<file path="config.mk">
export PLATFORM = sky130hd
export DESIGN_NAME = delay_measure_flat
export DESIGN_NICKNAME = d
export VERILOG_FILES = /design/src/rtl/delay_measure_pkg.sv /design/src/rtl/delay_measure_if.sv /design/src/rtl/delay_measure_marker_detect.sv /design/src/rtl/delay_measure.sv /design/src/flat_wrapper.sv
export SDC_FILE = /design/constraint.sdc
export NUM_CORES = 1
export LEC_CHECK = 0
export CORE_AREA = 4 4 58 60
export CTS_BUF_LIST = sky130_fd_sc_hd__clkbuf_4
export CTS_CLUSTER_DIAMETER = 60
export DETAILED_ROUTE_END_ITERATION = 8
export DIE_AREA = 0 0 62 64
export GPL_TIMING_DRIVEN = 0
export PLACE_DENSITY_LB_ADDON = 0.05
export SLEW_MARGIN = 20
export SYNTH_ARGS = -nofsm -noshare
export SYNTH_HDL_FRONTEND = slang
export SYNTH_SLANG_ARGS = --single-unit
</file>
<file path="constraint.sdc">
create_clock -name clk -period 2.1 [get_ports clk]
set_input_delay 0.63 -clock clk [delete_from_list [all_inputs] [get_ports clk]]
set_output_delay 0.63 -clock clk [all_outputs]
set_load 0.005 [all_outputs]
</file>
<file path="src/rtl/delay_measure_pkg.sv">
// Shared types and default constants for the delay-measurement block,
// reused by the top, the marker detector and the bench.
package delay_measure_pkg;

  typedef enum logic [1:0] {
    ST_IDLE = 2'd0,
    ST_SEND = 2'd1,
    ST_WAIT = 2'd2,
    ST_DONE = 2'd3
  } state_t;

  localparam logic [7:0]  DEF_MARKER    = 8'hA5;
  localparam logic [7:0]  DEF_IDLE_BYTE = 8'h00;
  localparam int unsigned DEF_MAX_WAIT  = 32'd255;

endpackage

</file>
<file path="src/rtl/delay_measure_if.sv">
// Probe/result bus of the delay-measurement block; the slave side is the
// measuring block, the master side drives start and closes the loop.
interface delay_measure_if;

  logic       start;
  logic [7:0] rx_data;
  logic [7:0] tx_data;
  logic       busy;
  logic       done;
  logic       timeout;
  logic [7:0] delay_cnt;

  modport master (
    output start,
    output rx_data,
    input  tx_data,
    input  busy,
    input  done,
    input  timeout,
    input  delay_cnt
  );

  modport slave (
    input  start,
    input  rx_data,
    output tx_data,
    output busy,
    output done,
    output timeout,
    output delay_cnt
  );

endinterface

</file>
<file path="src/rtl/delay_measure_marker_detect.sv">
// Rising-match detector: flags the first cycle rx_data equals the marker,
// so a marker that is already present is never counted as an arrival.
module marker_detect
  import delay_measure_pkg::*;
#(
  parameter logic [7:0] MARKER    = DEF_MARKER,
  parameter logic [7:0] IDLE_BYTE = DEF_IDLE_BYTE
) (
  input  logic       clk,
  input  logic       rst_n,
  input  logic [7:0] i_rx_data,
  output logic       o_match
);

  logic [7:0] r_rx_prev;

  always_ff @(posedge clk or negedge rst_n) begin
    if (!rst_n) begin
      r_rx_prev <= IDLE_BYTE;
    end else begin
      r_rx_prev <= i_rx_data;
    end
  end

  assign o_match = (i_rx_data == MARKER) && (r_rx_prev != MARKER);

endmodule

</file>
<file path="src/rtl/delay_measure.sv">
// Round-trip delay meter: sends one marker byte into the path under test and
// counts clk cycles until it returns, or flags a timeout after MAX_WAIT.
module delay_measure
  import delay_measure_pkg::*;
#(
  parameter logic [7:0]  MARKER    = DEF_MARKER,
  parameter logic [7:0]  IDLE_BYTE = DEF_IDLE_BYTE,
  parameter int unsigned MAX_WAIT  = DEF_MAX_WAIT
) (
  input  logic           clk,
  input  logic           rst_n,
  delay_measure_if.slave bus
);

  localparam logic [7:0] C_MAX_WAIT = 8'(MAX_WAIT);

  state_t     r_state;
  state_t     w_state_nx;
  logic [7:0] r_cnt;
  logic [7:0] w_cnt_nx;
  logic [7:0] r_delay_cnt;
  logic [7:0] w_delay_nx;
  logic       r_timeout;
  logic       w_timeout_nx;
  logic [7:0] r_tx_data;
  logic       r_busy;
  logic       r_done;
  logic       w_match;

  marker_detect #(
    .MARKER    (MARKER),
    .IDLE_BYTE (IDLE_BYTE)
  ) u_marker_detect (
    .clk       (clk),
    .rst_n     (rst_n),
    .i_rx_data (bus.rx_data),
    .o_match   (w_match)
  );

  always_ff @(posedge clk or negedge rst_n) begin
    if (!rst_n) begin
      r_state <= ST_IDLE;
    end else begin
      r_state <= w_state_nx;
    end
  end

  // Detection outranks the timeout when both land on the last count.
  always_comb begin
    w_state_nx   = r_state;
    w_cnt_nx     = r_cnt;
    w_delay_nx   = r_delay_cnt;
    w_timeout_nx = r_timeout;
    case (r_state)
      ST_IDLE: begin
        if (bus.start) begin
          w_state_nx = ST_SEND;
        end else begin
          w_state_nx = ST_IDLE;
        end
      end
      ST_SEND: begin
        w_cnt_nx   = 8'd1;
        w_state_nx = ST_WAIT;
      end
      ST_WAIT: begin
        if (w_match) begin
          w_delay_nx   = r_cnt;
          w_timeout_nx = 1'b0;
          w_state_nx   = ST_DONE;
        end else if (r_cnt == C_MAX_WAIT) begin
          w_delay_nx   = 8'd0;
          w_timeout_nx = 1'b1;
          w_state_nx   = ST_DONE;
        end else begin
          w_cnt_nx = r_cnt + 8'd1;
        end
      end
      ST_DONE: begin
        w_state_nx = ST_IDLE;
      end
      default: begin
        w_state_nx = ST_IDLE;
      end
    endcase
  end

  // Outputs are registered from the next state so they align with r_state.
  always_ff @(posedge clk or negedge rst_n) begin
    if (!rst_n) begin
      r_cnt       <= 8'd0;
      r_delay_cnt <= 8'd0;
      r_timeout   <= 1'b0;
      r_tx_data   <= IDLE_BYTE;
      r_busy      <= 1'b0;
      r_done      <= 1'b0;
    end else begin
      r_cnt       <= w_cnt_nx;
      r_delay_cnt <= w_delay_nx;
      r_timeout   <= w_timeout_nx;
      r_tx_data   <= (w_state_nx == ST_SEND) ? MARKER : IDLE_BYTE;
      r_busy      <= (w_state_nx != ST_IDLE);
      r_done      <= (w_state_nx == ST_DONE);
    end
  end

  assign bus.tx_data   = r_tx_data;
  assign bus.busy      = r_busy;
  assign bus.done      = r_done;
  assign bus.timeout   = r_timeout;
  assign bus.delay_cnt = r_delay_cnt;

endmodule

</file>
<file path="src/flat_wrapper.sv">
// flat-port wrapper written by rule: the top's interface ports become plain ports
module delay_measure_flat import delay_measure_pkg::*;
#(
  parameter logic [7:0]  MARKER    = DEF_MARKER,
  parameter logic [7:0]  IDLE_BYTE = DEF_IDLE_BYTE,
  parameter int unsigned MAX_WAIT  = DEF_MAX_WAIT
)
  (clk, rst_n, bus_start, bus_rx_data, bus_tx_data, bus_busy, bus_done, bus_timeout, bus_delay_cnt);
  delay_measure_if bus_i ();
  input  logic clk;
  input  logic rst_n;
  input wire logic [$bits(bus_i.start)-1:0] bus_start;
  input wire logic [$bits(bus_i.rx_data)-1:0] bus_rx_data;
  output wire logic [$bits(bus_i.tx_data)-1:0] bus_tx_data;
  output wire logic [$bits(bus_i.busy)-1:0] bus_busy;
  output wire logic [$bits(bus_i.done)-1:0] bus_done;
  output wire logic [$bits(bus_i.timeout)-1:0] bus_timeout;
  output wire logic [$bits(bus_i.delay_cnt)-1:0] bus_delay_cnt;
  assign bus_i.start = bus_start;
  assign bus_i.rx_data = bus_rx_data;
  assign bus_tx_data = bus_i.tx_data;
  assign bus_busy = bus_i.busy;
  assign bus_done = bus_i.done;
  assign bus_timeout = bus_i.timeout;
  assign bus_delay_cnt = bus_i.delay_cnt;
  delay_measure #(.MARKER(MARKER), .IDLE_BYTE(IDLE_BYTE), .MAX_WAIT(MAX_WAIT)) u_core (.clk(clk), .rst_n(rst_n), .bus(bus_i));
endmodule
</file>
Word-level counts from Yosys, hierarchy flattened
Cells that the tools add are included.
{"block": "op_classes", "n_addsub": 1, "n_eq_ne": 10, "mux": 12, "reduce_logical": 7}
{"cell": "$mux W8", "count": 5}
{"cell": "$eq A8 B8 Y1 const B", "count": 2}
{"cell": "$pmux W8 S2", "count": 1}
{"cell": "$add A8 B1 Y8 const B", "count": 1}
{"cell": "$ne A8 B8 Y1 const B", "count": 1}
{"cell": "$pmux W2 S4", "count": 1}
{"cell": "$eq A2 B2 Y1 const B", "count": 3}
{"cell": "$reduce_bool A2 Y1", "count": 3}
{"cell": "$eq A2 B1 Y1 const B", "count": 2}
{"cell": "$mux W2", "count": 2}
{"cell": "$ne A2 B2 Y1 const B", "count": 2}
{"cell": "$mux W1", "count": 3}
{"cell": "$reduce_and A3 Y1", "count": 1}
{"cell": "$logic_not A2 Y1", "count": 1}
{"cell": "$reduce_and A2 Y1", "count": 1}
{"cell": "$logic_and A1 B1 Y1", "count": 1}
{"block": "word_totals", "reg_bits": 37, "input_bits": 11, "output_inout_bits": 19}

Logic depth before layout (Yosys ltp)
Gate-level depths: netlist of the first run.
{"block": "depth", "depth_word": 6, "ltp_mapped": 7, "mapped_depth_nobuf": 6}

Modules after synthesis
A second synthesis of the first run with hierarchy kept.
{"block": "hier_totals", "hier_cells": 107, "area_unflattened_um2": 1331.3}
{"mod": "delay_measure", "instances": 1, "cells_per_inst": 94, "area_per_inst_um2": 1079.8, "seq_area_each_um2": 550.5}
{"mod": "marker_detect", "instances": 1, "cells_per_inst": 13, "area_per_inst_um2": 251.5, "seq_area_each_um2": 200.2}

Worst setup path before layout of the first run
OpenSTA, ideal clock, no wires.
{"block": "synth_timing", "path_type": "input to register", "from": "in bus_rx_data[6]", "to": "reg u_core.r_cnt[7]", "setup_time_ns": 0.126, "arrival_ns": 1.643, "t_required_ns": 1.974, "setup_slack_ns": 0.330, "stages": 5, "n_path_buf": 1, "cell_sequence": "and4bb_2 > o211a_1 > buf_2 > nor4_1 > a311o_1"}
{"block": "synth_between", "elab_chain_cells": 4}
{"element": "start: declaration", "line": "flat_wrapper.sv:13", "text": "input wire logic [$bits(bus_i.rx_data)-1:0] bus_rx_data;"}
{"element": "$eq A8 B8 Y1", "line": "delay_measure_marker_detect.sv:25", "text": "assign o_match = (i_rx_data == MARKER) && (r_rx_prev != MARKER);"}
{"element": "$logic_and A1 B1 Y1", "line": "delay_measure_marker_detect.sv:25"}
{"element": "$ne A2 B2 Y1 (no source line)"}
{"element": "$reduce_and A3 Y1 (no source line)"}
{"element": "end signal: assignment", "line": "delay_measure.sv:98", "text": "r_cnt <= w_cnt_nx;"}
{"element": "end: declaration", "line": "delay_measure.sv:19", "text": "logic [7:0] r_cnt;"}
Every way passes these cells.
A chain may end at the register's enable or synchronous reset.

Worst setup path in the final report of the first run
{"block": "layout_timing", "from": "in bus_rx_data[4]", "to": "reg u_core.r_delay_cnt[4] (netlist: u_core.bus.delay_cnt[4])"}
{"block": "layout_between", "elab_chain_cells": 4, "word_cells_on_any_way": 5, "cone_classes": "eq/ne: 1; mux: 1; reduce/logical: 3"}
{"element": "$eq A8 B8 Y1 *", "line": "delay_measure_marker_detect.sv:25"}
{"element": "$logic_and A1 B1 Y1 *", "line": "delay_measure_marker_detect.sv:25"}
{"element": "$reduce_bool A2 Y1 (no source line)"}
{"element": "$reduce_and A2 Y1 (no source line)"}
{"element": "end signal: assignment", "line": "delay_measure.sv:99", "text": "r_delay_cnt <= w_delay_nx;"}
{"element": "end: declaration", "line": "delay_measure.sv:21", "text": "logic [7:0] r_delay_cnt;"}
Mark *: on every way between the ends. The rest lies on a longest branch, timed or not.

==> results of run 1 <==
## metal layers
layer | GRT usage [%] | vias to the layer above | share of wire (%)
li1 | - | 519 | -
met1 | 21.4 | 509 | 44
met4 | 6.63 | 0 | 2.2
met2 | 23.4 | 38 | 47
met3 | 6.06 | 8 | 6.7
met5 | 0 | - | 0
## sequential cells by signal, summed over array words and instances, names as in the netlist
register and flops:
u_core.r_cnt 8, u_core.u_marker_detect.r_rx_prev 8, u_core.bus.busy 1, u_core.r_state 2, u_core.bus.done 1, u_core.bus.timeout 1
u_core.bus.tx_data 1, u_core.bus.delay_cnt 8
## cells in the final DEF, fill, tap and decap left out, drive strengths merged
cell type,Yosys,final
dfrtp,30,30
clkdlybuf4s50,0,24
buf,12,13
a22o,8,8
clkbuf,2,8
a21oi,7,7
nand3,7,7
inv,6,6
nand2,5,5
ha,4,4
conb,1,4
o211ai,3,3
o311ai,3,3
o21ai,3,3
nor2,3,3
nand4bb,2,2
and4bb,2,2
o211a,2,2
and4,2,2
nand3b,2,2
or3,2,2
nor3,2,2
a31oi,2,2
and3,2,2
a311o,2,2
clkinv,0,2
a21boi,1,1
nor4,1,1
nand4,1,1
mux2i,1,1
or4,1,1
nor4b,1,1
nor3b,1,1
a211oi,1,1
nand4b,1,1
## cell usage after synthesis, types with 3 or more instances
cell / number
a21oi_1: 7
a22o_1: 8
buf_2: 3
buf_4: 7
dfrtp_1: 30
ha_1: 4
inv_1: 6
nand2_1: 5
nand3_1: 7
nor2_1: 3
o211ai_1: 3
## where the power goes
part | switching (mW) | total [mW] | internal, mW
Sequential | 0.107 | 0.812 | 0.705
Combinational | 0.347 | 0.709 | 0.362
Clock | 0.196 | 0.334 | 0.138
## critical path, cell delays in order
cell	delay (ps)
clkdlybuf4s50_1	430
and4bb_2	320
o211a_1	260
buf_4	230
o21ai_4	110
a22o_1	250
## worst min path at each step
stage                                               end                            from  cells past startpoint
finish              u_core.bus.delay_cnt[0]$_DFFE_PN0P_                           rst_n                      1
global route        u_core.bus.delay_cnt[6]$_DFFE_PN0P_                           rst_n                      1
CTS                 u_core.bus.delay_cnt[6]$_DFFE_PN0P_                           rst_n                      1
detailed placement       u_core.bus.timeout$_DFFE_PN0P_  u_core.bus.timeout$_DFFE_PN0P_                      2
global placement         u_core.bus.timeout$_DFFE_PN0P_  u_core.bus.timeout$_DFFE_PN0P_                      2
floorplan                     u_core.bus.busy$_DFF_PN0_                           rst_n                      0
## kinds of logic (layout without fill, tap and decap cells)
family	after synthesis	count (layout)	synth area share [%]
DFF	30	30	52.9
AOI/OAI and AO/OA	32	32	18.0
other	1	4	0.264
and+or+nand+nor	35	35	16.2
muxes	1	1	0.705
buffers and inverters	20	53	8.46
adders and majority gates	4	4	3.52
## stage by stage
| stage | instances | utilization [%] | total power, mW | setup WS (ps) |
|---|---|---|---|---|
| 6_report | 192 | 60.9 | 1.86 | 83.5 |
| 5_1_grt | 192 | 60.9 | 2.00 | 12.9 |
| 4_1_cts | 192 | 60.5 | 1.86 | 25.4 |
| 3_5_place_dp | 184 | 58.7 | 1.53 | -322 |
| 3_3_place_gp | 184 | 58.8 | 1.50 | -302 |
| 2_1_floorplan | 126 | - | 1.24 | 330 |
## layout make-up
| type | instances | area share [%] |
|---|---|---|
| sequential | 30 | 42.1 |
| multi-input combinational | 76 | 32.0 |
| timing repair buffer | 25 | 13.7 |
| buffer | 14 | 5.61 |
| clock buffer | 6 | 2.52 |
| tap | 33 | 2.31 |
| inverter | 6 | 1.26 |
| clock inverter | 2 | 0.491 |
## what timing repair did
action                                  4_1_cts  5_1_grt
hold buffers                                  0        0
endpoints found under the setup margin        0       12
gates resized for setup                       0        4
==> metrics, run 1 <==
clk slew on worst S/H paths=90 ps; fmax=0.496 GHz; #FFs+latches synth=30; clk root buf=clkbuf_4; post-synth cell types=37; Slew Viols, Final=0; Reg area=751 sq um; setup TNS=0 ps; Clk Latency, worst-skew pair=330 ps; crit path launch type=primary input; placed inst area=0.00172 sq mm; # DRC=0; critical path arrival=2240 ps; Die Area=0.00397 sq mm; synthesized area per cell=11.5 sq um; largest net degree at the start of global routing=31; Period Utilization, post-route=96.0%; critical path class=primary input to flip-flop; register area share after synthesis=52.9%; Leakage=0.795 nW; DIE WIDTH=62 um; largest cells by area after synthesis=dfrtp_1 (53%), a22o_1 (4.9%), buf_4 (3.7%), ha_1 (3.5%), a21oi_1 (2.5%); Setup Buffers After CTS=0; status=finished clean; worst slew pin tran=652 ps; GR Overflow Total=0; Max H-tree Level=2; FF-to-FF setup slack=370 ps; gr usage total=16.2%; initial antenna violation count=0; fin crit period=2020 ps; iteration count of the initial detailed-routing pass=4; Top FF cell, synth=dfrtp_1; hpwl dp=2020 um; Syn Inst Count=123; WP data required=2320 ps; Core Area=0.00293 sq mm; NumNets Final=173; unrepaired setup endpoints after global routing=false; asr flop ratio synth=100%; Final Hold Viols=0; pwr dens=1040 mW/mm^2; Hold WS=316 ps; crit end category=flip-flop; share of cells above drive strength 1=17.6%; CTS buffer count=5; maximum clock path buffer count=2; max-cap violation count=0; r2r startpoint=u_core.r_state[0]$_DFF_PN0_; CTS Sinks=30; reg2reg end=u_core.r_cnt[5]$_DFFE_PN0P_; Initial Util=48.5%; # fillers=258; Via density=5.59; max_slew headroom=56.5%; number of diodes=0; CTS tree=built; Peak supply drop=705 uV; Critical path origin=bus_rx_data[4]; final setup violation count=0; CP Max Fanout=10; Yosys top cell area share=52.9%; Hold Crit Class=primary input to async pin; height of the die=64 um; DR WL/cell=14.6 um; leading area contributor after synthesis=dfrtp_1; number of synthesized flops with an enable pin=0; overall routed net length=2800 um; 1st-iter DRT viols=68; Routed Antenna Nets=0; Synth-to-Final Area Change=25.6%; first-pass GRT wire length=4760 um; multi-input combinational cell area=571 sq um; I/O Pins=30; GPL Wtd Cong=0.836; skew final=5.03 ps; Port Buffers=25; Vias=1,074; Design Area, Final=0.00178 sq mm; vias in the first global route=1,021; num rows=20; post-synthesis cell area=0.00142 sq mm; r2r worst-path depth=6; CP Capture Point=u_core.bus.delay_cnt[4]$_DFFE_PN0P_; yosys warns=0
Power figures use the tool's default switching activity.
==> inputs of run 2 (changes only) <==
--- a/config.mk
+++ b/config.mk
@@ -5,12 +5,13 @@
 export SDC_FILE = /design/constraint.sdc
 export NUM_CORES = 1
 export LEC_CHECK = 0
-export CORE_AREA = 4 4 58 60
+export CORE_AREA = 4 4 69 71
 export CTS_BUF_LIST = sky130_fd_sc_hd__clkbuf_4
 export CTS_CLUSTER_DIAMETER = 60
 export DETAILED_ROUTE_END_ITERATION = 8
-export DIE_AREA = 0 0 62 64
+export DIE_AREA = 0 0 73 75
 export GPL_TIMING_DRIVEN = 0
+export MAX_ROUTING_LAYER = met4
 export PLACE_DENSITY_LB_ADDON = 0.05
 export SLEW_MARGIN = 20
 export SYNTH_ARGS = -nofsm -noshare
==> run 2 against run 1 <==
  * Critical endpoint is now u_core.r_cnt[5]$_DFFE_PN0P_
  * Die area grew 38%
  * Sequential power hardly changed
  * Highest routed layer unchanged
  * Combinational power shrank 0.8%
  * Utilization is 19 points lower
==> metrics, run 2 (synthesis results as in run 1) <==
CTS tree=built; crit end category=flip-flop; Seq pwr share=44.6%; I/O Pins=30; pwr dens=1020 mW/mm^2; Via density=5.18; number of diodes=0; Leakage=0.789 nW; CTS Sinks=30; Design Area, Final=0.00180 sq mm; max-cap violation count=0; Period Utilization, post-route=97.3%; hpwl dp=2190 um; WP data required=2290 ps; DR WL/cell=14.4 um; fmax=0.489 GHz; crit path launch type=primary input; critical path arrival=2240 ps; Final Hold Viols=0; Hold Crit Class=primary input to async pin; Max H-tree Level=2; largest net degree at the start of global routing=31; clk slew on worst S/H paths=90 ps; GR Overflow Total=0; worst slew pin tran=667 ps; gr usage total=12.7%; Die Area=0.00548 sq mm; max_slew headroom=55.5%; overall routed net length=3050 um; setup TNS=0 ps; DIE WIDTH=73 um; r2r startpoint=u_core.u_marker_detect.r_rx_prev[6]$_DFF_PN0_; r2r worst-path depth=5; sw frac=35.2%; GPL Wtd Cong=0.887; placed inst area=0.00174 sq mm; combinational share of power=38.4%; share of cells above drive strength 1=15.7%; commonest cells after routing, fill and taps aside=dfrtp_1 (30), clkdlybuf4s50_1 (24), a22o_1 (8); clock share of power=17.0%; Slew Viols, Final=0; 1st-iter DRT viols=38; clk root buf=clkbuf_4; Port Buffers=25; maximum clock path buffer count=2; # DRC=0; Peak supply drop=453 uV; Vias=1,092; Initial Util=33.5%; final setup margin=56.4 ps; Routed Antenna Nets=0; Hold WS=331 ps; CTS buffer count=5; iteration count of the initial detailed-routing pass=4; Int Power=1.18 mW; unrepaired setup endpoints after global routing=false; vias in the first global route=1,066; fin crit period=2040 ps; Clk Latency, worst-skew pair=320 ps; first-pass GRT wire length=5040 um; initial antenna violation count=0; final setup violation count=0; Synth-to-Final Area Change=26.4%; Setup WS pre-CTS=-319 ps; Setup Buffers After CTS=0; height of the die=75 um; critical path class=primary input to flip-flop; num rows=24; Core Area=0.00423 sq mm; skew final=5.80 ps; status=finished clean; most common cell after layout, fill and taps aside=dfrtp_1; CP Max Fanout=10; switching power total=0.644 mW; NumNets Final=173; Critical path origin=bus_rx_data[6]
## run 2: power groups by stage
stage / logic, mW / clock network, mW / registers (mW)
3_5_place_dp: 0.705 / 0 / 0.829
5_1_grt: 0.800 / 0.366 / 0.831
6_report: 0.703 / 0.311 / 0.815
2_1_floorplan: 0.439 / 0 / 0.804
3_3_place_gp: 0.694 / 0 / 0.823
4_1_cts: 0.708 / 0.339 / 0.814
## run 2: area by class of cell
| type | count | area (sq um) |
|---|---|---|
| fill | 401 | 2440 |
| multi-input combinational | 76 | 563 |
| buffer | 14 | 100 |
| sequential | 30 | 751 |
| tap | 52 | 65.1 |
| timing repair buffer | 25 | 245 |
| inverter | 6 | 22.5 |
| clock buffer | 5 | 37.5 |
| clock inverter | 3 | 11.3 |
## run 2: final timing paths
path                                                                 endpoint  slack, ps
worst max register to register                    u_core.r_cnt[5]$_DFFE_PN0P_        330
min in group clk                          u_core.bus.delay_cnt[3]$_DFFE_PN0P_        510
worst max-delay path                              u_core.r_cnt[5]$_DFFE_PN0P_         60
worst min register to register            u_core.bus.delay_cnt[3]$_DFFE_PN0P_        510
max in group asynchronous                         u_core.r_state[0]$_DFF_PN0_       1340
worst min-delay path            u_core.u_marker_detect.r_rx_prev[6]$_DFF_PN0_        330
## run 2: per-stage QoR
step / total power [mW] / instances / utilization (%)
after global placement: 1.52 / 203 / 41.3
after floorplan: 1.24 / 126 / -
after global routing: 2.00 / 211 / 42.4
after CTS: 1.86 / 211 / 42.3
final: 1.83 / 211 / 42.4
after detailed placement: 1.53 / 203 / 41.1
## run 2: layer usage
metal  vias to the layer above  wire, um  global-route usage [%]
li1                        520         -                       -
met1                       541      1380                    15.2
met2                        25      1470                    18.7
met3                         6       146                    4.27
met4                         0        48                    6.97
met5                         -         0                       -
## run 2: worst max-delay path, cell delays in order
cell and delay [ps]:
clkdlybuf4s50_1 470, and4bb_2 250, o211a_1 190, clkbuf_4 220
o311ai_1 330, o311ai_1 150
## run 2: what timing repair did
action | CTS | global route
hold buffers | 0 | 0
endpoints found under the setup margin | 0 | 10
resized for setup | 0 | 2
==> inputs of run 3 (changes only) <==
--- a/config.mk
+++ b/config.mk
@@ -5,11 +5,11 @@
 export SDC_FILE = /design/constraint.sdc
 export NUM_CORES = 1
 export LEC_CHECK = 0
-export CORE_AREA = 4 4 69 71
+export CORE_AREA = 4 4 58 60
 export CTS_BUF_LIST = sky130_fd_sc_hd__clkbuf_4
 export CTS_CLUSTER_DIAMETER = 60
 export DETAILED_ROUTE_END_ITERATION = 8
-export DIE_AREA = 0 0 73 75
+export DIE_AREA = 0 0 62 64
 export GPL_TIMING_DRIVEN = 0
 export MAX_ROUTING_LAYER = met4
 export PLACE_DENSITY_LB_ADDON = 0.05
==> run 3 against run 2 <==
  * Count of clock-buffer cells in the layout rose by 1
  * Sequential share of layout area increased by 0.44 points
  * Die area fell by 28%
  * Combinational power hardly changed
  * Worst setup slack improved by 28 ps
  * Final area fell by 1.0%
  * Total power is 0.75% higher
  * Critical path type unchanged
==> metrics, run 3 (synthesis results as in run 1) <==
first-pass GRT wire length=4930 um; initial antenna violation count=0; FF-to-FF setup slack=390 ps; r2r worst-path depth=6; commonest cells after routing, fill and taps aside=dfrtp_1 (30), clkdlybuf4s50_1 (24), buf_4 (8), a22o_1 (8); overall routed net length=2770 um; Via density=5.72; worst slew pin tran=637 ps; height of the die=64 um; unrepaired setup endpoints after global routing=false; 1st-iter DRT viols=22; share of cells above drive strength 1=17.0%; WP data required=2310 ps; Vias=1,099; fmax=0.496 GHz; final setup violation count=0; Util after Layout=60.7%; largest net degree at the start of global routing=31; Crit path depth=6; status=finished clean; crit end category=flip-flop; clk root buf=clkbuf_4; Leakage=0.795 nW; reg2reg end=u_core.r_cnt[5]$_DFFE_PN0P_; num rows=20; Core Area=0.00293 sq mm; max-cap violation count=0; vias in the first global route=1,119; Clk Latency, worst-skew pair=320 ps; critical path's slowest cell=clkdlybuf4s50_1; Final Hold Viols=0; critical path arrival=2220 ps; Critical path origin=bus_rx_data[4]; Synth-to-Final Area Change=25.1%; DR WL/cell=14.4 um; NumNets Final=173; Period Utilization, post-route=96.0%; DIE WIDTH=62 um; Hold Crit Class=primary input to async pin; CP Cell Sequence=clkdlybuf4s50_1 -> and4bb_2 -> o211a_1 -> buf_4 -> o21ai_4 -> a22o_1; max_slew headroom=57.5%; CP Capture Point=u_core.bus.delay_cnt[1]$_DFFE_PN0P_; crit path launch type=primary input; clk slew on worst S/H paths=90 ps; # DRC=0; Max H-tree Level=2; CTS tree=built; cell family with most CP delay=buffers and inverters; Routed Antenna Nets=0; Die Area=0.00397 sq mm; maximum clock path buffer count=2; I/O Pins=30; Port Buffers=25; Total Power=1.84 mW; CTS Sinks=30; iteration count of the initial detailed-routing pass=4; GPL Wtd Cong=0.836; r2r startpoint=u_core.r_state[0]$_DFF_PN0_; Peak supply drop=872 uV; critical path class=primary input to flip-flop; GR Overflow Total=0; CTS buffer count=5; Slew Viols, Final=0; skew final=5.75 ps; slowest stage delay, CP=440 ps; most common cell after layout, fill and taps aside=dfrtp_1; CP Max Fanout=10; hpwl dp=2060 um; Initial Util=48.5%; worst path bufs/invs=2; gr usage total=17.5%; fin crit period=2020 ps; number of diodes=0; pwr dens=1040 mW/mm^2
## run 3: changes by cell type in the layout (fill, tap and decap cells not counted), sizes merged
cell,before,now
clkinv,3,2
buf,12,13
## run 3: worst register-to-register path: cells and delay by family (launching register included)
kind | cells | cell delay (ps)
AOI/OAI and AO/OA | 2 | 290
adders and majority gates | 1 | 190
buffers and inverters | 3 | 710
DFF | 1 | 410
## run 3: final cells by class
cell class	instances	area, sq um
sequential	30	751
multi-input combinational	76	563
tap	33	41.3
buffer	14	100
fill	251	1150
clock buffer	6	45.0
inverter	6	22.5
timing repair buffer	25	245
clock inverter	2	8.76
## run 3: metal layers
layer | routed length [um] | share of wire (%) | global-route usage [%]
met1 | 1150 | 42 | 20.2
met2 | 1440 | 52 | 26.3
met3 | 140 | 5.1 | 7.07
met4 | 32 | 1.2 | 7.69
met5 | 0 | 0 | -
## run 3: where the power goes
| part | total [mW] | internal [mW] | switching [mW] |
|---|---|---|---|
| Combinational | 0.700 | 0.360 | 0.340 |
| Sequential | 0.815 | 0.706 | 0.109 |
| Clock | 0.327 | 0.138 | 0.189 |
## run 3: worst min path at each step
stage | endpoint | cells after the start
4_1_cts | u_core.bus.delay_cnt[7]$_DFFE_PN0P_ | 1
5_1_grt | u_core.bus.delay_cnt[7]$_DFFE_PN0P_ | 1
3_5_place_dp | u_core.bus.timeout$_DFFE_PN0P_ | 2
3_3_place_gp | u_core.bus.timeout$_DFFE_PN0P_ | 2
6_report | u_core.bus.delay_cnt[7]$_DFFE_PN0P_ | 1
2_1_floorplan | u_core.bus.busy$_DFF_PN0_ | 0
## run 3: repair_timing
| action | CTS | global route |
|---|---|---|
| gates resized for setup | 0 | 3 |
| hold buffers | 0 | 0 |
| buffers inserted | 0 | 0 |
| endpoints found under the setup margin | 0 | 12 |
| endpoints found under the hold margin | 0 | 0 |
## run 3: metrics by stage
step / hold slack [ps] / std cells / setup TNS [ps] / instance area, sq um / setup slack (ps)
4_1_cts: 337 / 192 / 0 / 1770 / 19.1
5_1_grt: 353 / 192 / 0 / 1780 / 34.3
6_report: 325 / 192 / 0 / 1780 / 84.6
3_5_place_dp: 490 / 184 / -5230 / 1720 / -335
3_3_place_gp: 482 / 184 / -7420 / 1720 / -306
2_1_floorplan: 334 / 126 / 0 / 1430 / 330
